==> src/rtl/kb_event_queue.sv <==
// Multi-source keyboard event queue: per-source holding registers, round-robin
// arbitration into a FIFO, head exposed through the ZX-Uno SCANCODE/KBSTATUS registers.
module kb_event_queue #(
  parameter int         NUM_SRC       = 2,
  parameter int         DEPTH         = 8,
  parameter logic [7:0] ADDR_SCANCODE = 8'h04,
  parameter logic [7:0] ADDR_KBSTATUS = 8'h05
) (
  input  logic                 clk,
  input  logic                 rst_n,
  input  logic [NUM_SRC-1:0]   src_strobe,
  input  logic [8*NUM_SRC-1:0] src_code,
  input  logic [NUM_SRC-1:0]   src_ext,
  input  logic [NUM_SRC-1:0]   src_rel,
  input  logic [7:0]           zxuno_addr,
  input  logic                 zxuno_regrd,
  input  logic                 zxuno_regwr,
  input  logic [7:0]           din,
  output logic [7:0]           scancode_dout,
  output logic                 oe_scancode,
  output logic [7:0]           kbstatus_dout,
  output logic                 oe_kbstatus,
  output logic                 evt_pending
);

  localparam int            AW         = $clog2(DEPTH);
  localparam logic [AW:0]   FULL_COUNT = (AW+1)'(DEPTH);

  logic [11:0]          mem [DEPTH];
  logic [AW-1:0]        wr_ptr, rd_ptr, wr_ptr_n, rd_ptr_n;
  logic [AW:0]          count, count_n;
  logic [1:0]           rr_ptr, rr_ptr_n, gnt_idx;
  logic                 grant, push, pop, flush, ovf_clr, ovf_set, ovf, ovf_n;
  logic                 rd_q, kbwr_q, kbwr;
  logic [11:0]          push_data, head_n;
  logic [NUM_SRC-1:0]   hold_valid, hold_valid_n, hold_ext, hold_ext_n, hold_rel, hold_rel_n;
  logic [8*NUM_SRC-1:0] hold_code, hold_code_n;
  logic [7:0]           scancode_q, kbstatus_q;
  logic                 din_unused;

  assign oe_scancode   = (zxuno_addr == ADDR_SCANCODE) && zxuno_regrd;
  assign oe_kbstatus   = (zxuno_addr == ADDR_KBSTATUS) && zxuno_regrd;
  assign scancode_dout = scancode_q;
  assign kbstatus_dout = kbstatus_q;
  assign evt_pending   = kbstatus_q[0];
  assign din_unused    = ^din[5:0];

  // Only the first cycle of a KBSTATUS write acts; pops fire when a SCANCODE read ends.
  assign kbwr    = zxuno_regwr && (zxuno_addr == ADDR_KBSTATUS);
  assign flush   = kbwr && !kbwr_q && din[7];
  assign ovf_clr = kbwr && !kbwr_q && din[6];
  assign pop     = rd_q && !oe_scancode && (count != '0) && !flush;
  assign push    = grant && ((count != FULL_COUNT) || pop) && !flush;

  // Round-robin pick: first valid holder at/after rr_ptr, otherwise wrap to the lowest valid.
  always_comb begin
    grant     = 1'b0;
    gnt_idx   = 2'd0;
    push_data = 12'h000;
    for (int j = 0; j < NUM_SRC; j++) begin
      if (!grant && hold_valid[j] && (j >= int'(rr_ptr))) begin
        grant     = 1'b1;
        gnt_idx   = 2'(j);
        push_data = {2'(j), hold_rel[j], hold_ext[j], hold_code[8*j +: 8]};
      end
    end
    for (int j = 0; j < NUM_SRC; j++) begin
      if (!grant && hold_valid[j]) begin
        grant     = 1'b1;
        gnt_idx   = 2'(j);
        push_data = {2'(j), hold_rel[j], hold_ext[j], hold_code[8*j +: 8]};
      end
    end
    rr_ptr_n = (gnt_idx == 2'(NUM_SRC-1)) ? 2'd0 : gnt_idx + 2'd1;
  end

  // Holding-register capture; a strobe into a busy holder that is not draining is an overflow.
  always_comb begin
    hold_valid_n = hold_valid;
    hold_code_n  = hold_code;
    hold_ext_n   = hold_ext;
    hold_rel_n   = hold_rel;
    ovf_set      = 1'b0;
    for (int i = 0; i < NUM_SRC; i++) begin
      if (flush) begin
        hold_valid_n[i] = 1'b0;
      end else if (src_strobe[i]) begin
        if (hold_valid[i] && !(push && (gnt_idx == 2'(i)))) begin
          ovf_set = 1'b1;
        end else begin
          hold_valid_n[i]         = 1'b1;
          hold_code_n[8*i +: 8]   = src_code[8*i +: 8];
          hold_ext_n[i]           = src_ext[i];
          hold_rel_n[i]           = src_rel[i];
        end
      end else if (push && (gnt_idx == 2'(i))) begin
        hold_valid_n[i] = 1'b0;
      end else begin
        hold_valid_n[i] = hold_valid[i];
      end
    end
    ovf_n = ovf_set ? 1'b1 : (ovf_clr ? 1'b0 : ovf);
  end

  // FIFO pointer/count update plus the head entry as it will be after this edge.
  always_comb begin
    if (flush) begin
      wr_ptr_n = '0;
      rd_ptr_n = '0;
      count_n  = '0;
    end else begin
      wr_ptr_n = push ? wr_ptr + AW'(1) : wr_ptr;
      rd_ptr_n = pop  ? rd_ptr + AW'(1) : rd_ptr;
      case ({push, pop})
        2'b10:   count_n = count + (AW+1)'(1);
        2'b01:   count_n = count - (AW+1)'(1);
        default: count_n = count;
      endcase
    end
    if (count_n == '0) begin
      head_n = 12'h000;
    end else if (push && (wr_ptr == rd_ptr_n)) begin
      head_n = push_data;
    end else begin
      head_n = mem[rd_ptr_n];
    end
  end

  // FIFO storage needs no reset; count/pointers define which entries are live.
  always_ff @(posedge clk) begin
    if (push) begin
      mem[wr_ptr] <= push_data;
    end
  end

  // Control state and registered output bytes.
  always_ff @(posedge clk) begin
    if (!rst_n) begin
      wr_ptr     <= '0;
      rd_ptr     <= '0;
      count      <= '0;
      rr_ptr     <= 2'd0;
      ovf        <= 1'b0;
      rd_q       <= 1'b0;
      kbwr_q     <= 1'b0;
      hold_valid <= '0;
      hold_code  <= '0;
      hold_ext   <= '0;
      hold_rel   <= '0;
      scancode_q <= 8'h00;
      kbstatus_q <= 8'h00;
    end else begin
      wr_ptr     <= wr_ptr_n;
      rd_ptr     <= rd_ptr_n;
      count      <= count_n;
      rr_ptr     <= push ? rr_ptr_n : rr_ptr;
      ovf        <= ovf_n;
      rd_q       <= oe_scancode;
      kbwr_q     <= kbwr;
      hold_valid <= hold_valid_n;
      hold_code  <= hold_code_n;
      hold_ext   <= hold_ext_n;
      hold_rel   <= hold_rel_n;
      scancode_q <= head_n[7:0];
      kbstatus_q <= {count_n == FULL_COUNT, ovf_n, head_n[11:10], 1'b0,
                     head_n[9], head_n[8], count_n != '0};
    end
  end

endmodule

==> config.mk <==
export PLATFORM = sky130hd
export DESIGN_NAME = kb_event_queue
export DESIGN_NICKNAME = d
export VERILOG_FILES = /design/src/rtl/kb_event_queue.sv
export SDC_FILE = /design/constraint.sdc
export NUM_CORES = 1
export LEC_CHECK = 0
export ABC_AREA = 1
export CORE_MARGIN = 1.5
export CORE_UTILIZATION = 55
export CTS_BUF_LIST = sky130_fd_sc_hd__clkbuf_16
export DETAILED_ROUTE_END_ITERATION = 12
export HOLD_SLACK_MARGIN = 0.02
export PLACE_DENSITY_LB_ADDON = 0.25
export SLEW_MARGIN = 5
export SYNTH_ARGS = -nofsm -noshare
export SYNTH_HDL_FRONTEND = slang
export SYNTH_SLANG_ARGS = --single-unit
==> constraint.sdc <==
create_clock -name clk -period 5.2 [get_ports clk]
set_input_delay 1.04 -clock clk [delete_from_list [all_inputs] [get_ports clk]]
set_output_delay 1.04 -clock clk [all_outputs]
set_load 0.02 [all_outputs]
==> impl_metrics.env <==
export IMPL_area_growth_syn_to_layout_pct=19.2
export IMPL_drc=0
export IMPL_antenna_found_initial=0
export IMPL_timing_critical_path_to_type="flip-flop"
export IMPL_period_utilisation_layout=0.761
export IMPL_hold_violations=0
export IMPL_detail_route_wl_per_cell_um=16.2
export IMPL_fin_nets=739
export IMPL_global_route_wire_length_before_repair_um=22300
export IMPL_vias_per_cell=5.62
export IMPL_max_cap_violations=0
export IMPL_worst_ep_arrival_time_ps=4290
export IMPL_die_h_um=109
export IMPL_clock_sink_count=137
export IMPL_crit_fanout=12
export IMPL_final_layout_size_suffix_gt1_frac=0.0908
export IMPL_power_density_nw_per_um2=377
export IMPL_synth_seq_area_share=0.591
export IMPL_number_of_global_route_vias_before_repair=4593
export IMPL_num_fill_cells=833
export IMPL_synthArstFlopShare=0
export IMPL_clk_pin_slew_ps=60
export IMPL_simple_gate_share_of_the_synthesized_area=0.267
export IMPL_p_leak_nw=2.95
export IMPL_synth_most_common_cell="sky130_fd_sc_hd__nand2_1"
export IMPL_timing_max_transition_violations_final=0
export IMPL_dominant_combinational_cell_family_by_area_after_synthesis="simple AND/OR/NAND/NOR gates"
export IMPL_final_period_minus_worst_setup_slack_ps=3960
export IMPL_top_cell_type_by_total_area_after_synthesis="sky130_fd_sc_hd__edfxtp_1"
export IMPL_postCtsHoldBufs=0
export IMPL_synth_top_cell_area_share=0.431
export IMPL_ctsResizeCount=0
export IMPL_antenna_diode_count=0
export IMPL_die_area_um2=11800
export IMPL_detailroute_via_count=4748
export IMPL_setup_tns_final_ps=0
export IMPL_synth_compound_area_frac=0.0508
export IMPL_unrepaired_setup_endpoints_after_global_routing="false"
export IMPL_worstSkewPairLatency_ps=420
export IMPL_count_of_flip_flops_with_a_built_in_enable_after_synthesis=88
export IMPL_syn_instance_count=646
export IMPL_synth_adder_area_share=0.0102
export IMPL_hold_slack_ps=475
export IMPL_yosysWarningCount=0
export IMPL_gp_congestion=0.770
export IMPL_drt_iter0_drc=385
export IMPL_crit_path_start_kind="input pin"
export IMPL_irDropWorstVdd_mv=0.220
export IMPL_tritoncts="done"
export IMPL_cts_buffers_inserted=17
export IMPL_placement_rows=38
export IMPL_max_slew_worst_pin_slew_ps=936
export IMPL_timing_worst_setup_path_type="in -> reg"
export IMPL_run_status="finished, final reports clean"
export IMPL_netlist_area_um2=6130
export IMPL_detail_route_wirelength_um=13700
export IMPL_netlist_top_cells_area="sky130_fd_sc_hd__edfxtp_1 (43%), sky130_fd_sc_hd__dfxtp_1 (16%), sky130_fd_sc_hd__nand2_1 (6.5%), sky130_fd_sc_hd__nor2_1 (6.1%), sky130_fd_sc_hd__nand4_1 (6.0%)"
export IMPL_floorplan_core_area_um2=10800
export IMPL_initial_utilization=0.565
export IMPL_yosys_register_bits=137
export IMPL_maxSlewHeadroom=0.374
export IMPL_synth_common_cells="sky130_fd_sc_hd__nand2_1 (106), sky130_fd_sc_hd__nor2_1 (100), sky130_fd_sc_hd__edfxtp_1 (88)"
export IMPL_groute_usage_overall=0.250
export IMPL_timing_clock_skew_ps=15.5
export IMPL_synth_ff_type="sky130_fd_sc_hd__edfxtp_1"
export IMPL_grt_max_degree=50
export IMPL_grt_overflow=0
export IMPL_synth_area_per_inst_um2=9.48
export IMPL_drt_pass1_iterations=5
export IMPL_maxClockFrequency_mhz=253
export IMPL_worst_endpoint_required_time_ps=5530
export IMPL_postRouteAntennaNets=0
export IMPL_holdCritPathClass="reg -> reg"
export IMPL_total_power_w=0.00275
export IMPL_synth_xor_area_frac=0.00715
export IMPL_multiplexer_fraction_of_the_synthesized_cell_area=0.00163
export IMPL_cts_repair_timing_setup_buffer_count=0
export IMPL_die_x_um=109
export IMPL_design_portCount=61
export IMPL_final_report_setup_violation_count=0
export IMPL_cts_htree_levels=4
export IMPL_port_buffers=52
export IMPL_max_clock_path_buffers=2
export IMPL_dp_final_hpwl_um=8510
export IMPL_synth_distinct_cells=37
export IMPL_root_buffer="sky130_fd_sc_hd__clkbuf_16"
[critical path, stage by stage]
cell	delay [ps]
sky130_fd_sc_hd__clkdlybuf4s50_1	460
sky130_fd_sc_hd__nor2_1	40
sky130_fd_sc_hd__nand2_1	110
sky130_fd_sc_hd__inv_1	60
sky130_fd_sc_hd__nand2_2	190
sky130_fd_sc_hd__nand2_4	90
sky130_fd_sc_hd__nand2_2	100
sky130_fd_sc_hd__nand3b_4	160
sky130_fd_sc_hd__ha_1	300
sky130_fd_sc_hd__nand2_1	90
sky130_fd_sc_hd__inv_1	50
sky130_fd_sc_hd__nor2_1	130
sky130_fd_sc_hd__ha_1	160
sky130_fd_sc_hd__a21oi_1	40
sky130_fd_sc_hd__xor2_1	170
sky130_fd_sc_hd__o21ai_0	310
sky130_fd_sc_hd__o21ai_0	130
sky130_fd_sc_hd__nand2_1	380
sky130_fd_sc_hd__nand2_1	100
sky130_fd_sc_hd__nor2_1	170
[routing by layer]
metal / track usage / vias to the layer above / wire [um]
met3: 0.0530 / 18 / 1040
met5: 0 / - / 0
met4: 0.102 / 0 / 168
met2: 0.406 / 198 / 6600
li1: - / 2300 / -
met1: 0.328 / 2232 / 5870
[layout make-up]
class                           count  area [um2]  share of cell area
Clock buffer                       18         450              0.0617
Clock inverter                     14         143              0.0195
Inverter                           65         244              0.0334
Multi-Input combinational cell    409        2070               0.284
Sequential cell                   137        3620               0.496
Tap cell                          140         175              0.0240
Timing Repair Buffer               62         596              0.0816
[cell usage in the layout, fill, tap and decap left out, drive strengths merged, types with 2 or more instances in the layout]
cell type,synthesis,routed
a21oi,15,15
buf,30,10
bufinv,0,2
clkbuf,6,18
clkdlybuf4s50,0,52
clkinv,2,5
clkinvlp,0,2
conb,1,2
dfxtp,49,49
edfxtp,88,88
ha,5,5
inv,63,70
nand2,111,111
nand3,58,58
nand3b,2,2
nand4,60,60
nor2,106,106
o21ai,29,29
o22ai,11,11
xor2,4,4
[power breakdown]
| part | switching, W | total (W) | leakage [nW] | internal (W) |
|---|---|---|---|---|
| Sequential | 0.0000246 | 0.00125 | 1.23 | 0.00123 |
| Clock | 0.000464 | 0.00120 | 0.295 | 0.000736 |
| Combinational | 0.000183 | 0.000297 | 1.43 | 0.000115 |
[path summary, 6_finish.rpt]
check | to | cells past startpoint | slack [ps] | start
min | kbstatus_dout[6] | 2 | 470 | kbstatus_dout[6]
max | scancode_dout[4] | 20 | 1240 | zxuno_addr[7]
min reg2reg | kbstatus_dout[6] | 2 | 470 | kbstatus_dout[6]
max reg2reg | scancode_dout[4] | 17 | 1920 | count[0]
[flip-flops by register name, indices dropped and copies added, names as in the netlist]
register	flops
wr_ptr	3
count	4
rd_ptr	3
mem	88
kbwr_q	1
hold_rel	2
kbstatus_dout	6
hold_ext	2
scancode_dout	8
rr_ptr	1
hold_code	16
hold_valid	2
rd_q	1
[kinds of logic after synthesis]
logic type,count (synthesis)
AOI/OAI and AO/OA,56
xor gates and xnor gates,5
adders and majority gates,5
buffers and inverters,101
DFF,137
muxes,1
other,1
and+or+nand+nor,340
[metrics by stage]
stage          worst slack [ps]  std cells  area, um2   util
2_1_floorplan              1560        647       6130      -
3_3_place_gp                990        813       6710  0.619
3_5_place_dp                903        813       6710  0.619
4_1_cts                    1330        845       7300  0.674
5_1_grt                     968        845       7300  0.674
6_report                   1240        845       7300  0.674
(Power assumes the default switching activity.)
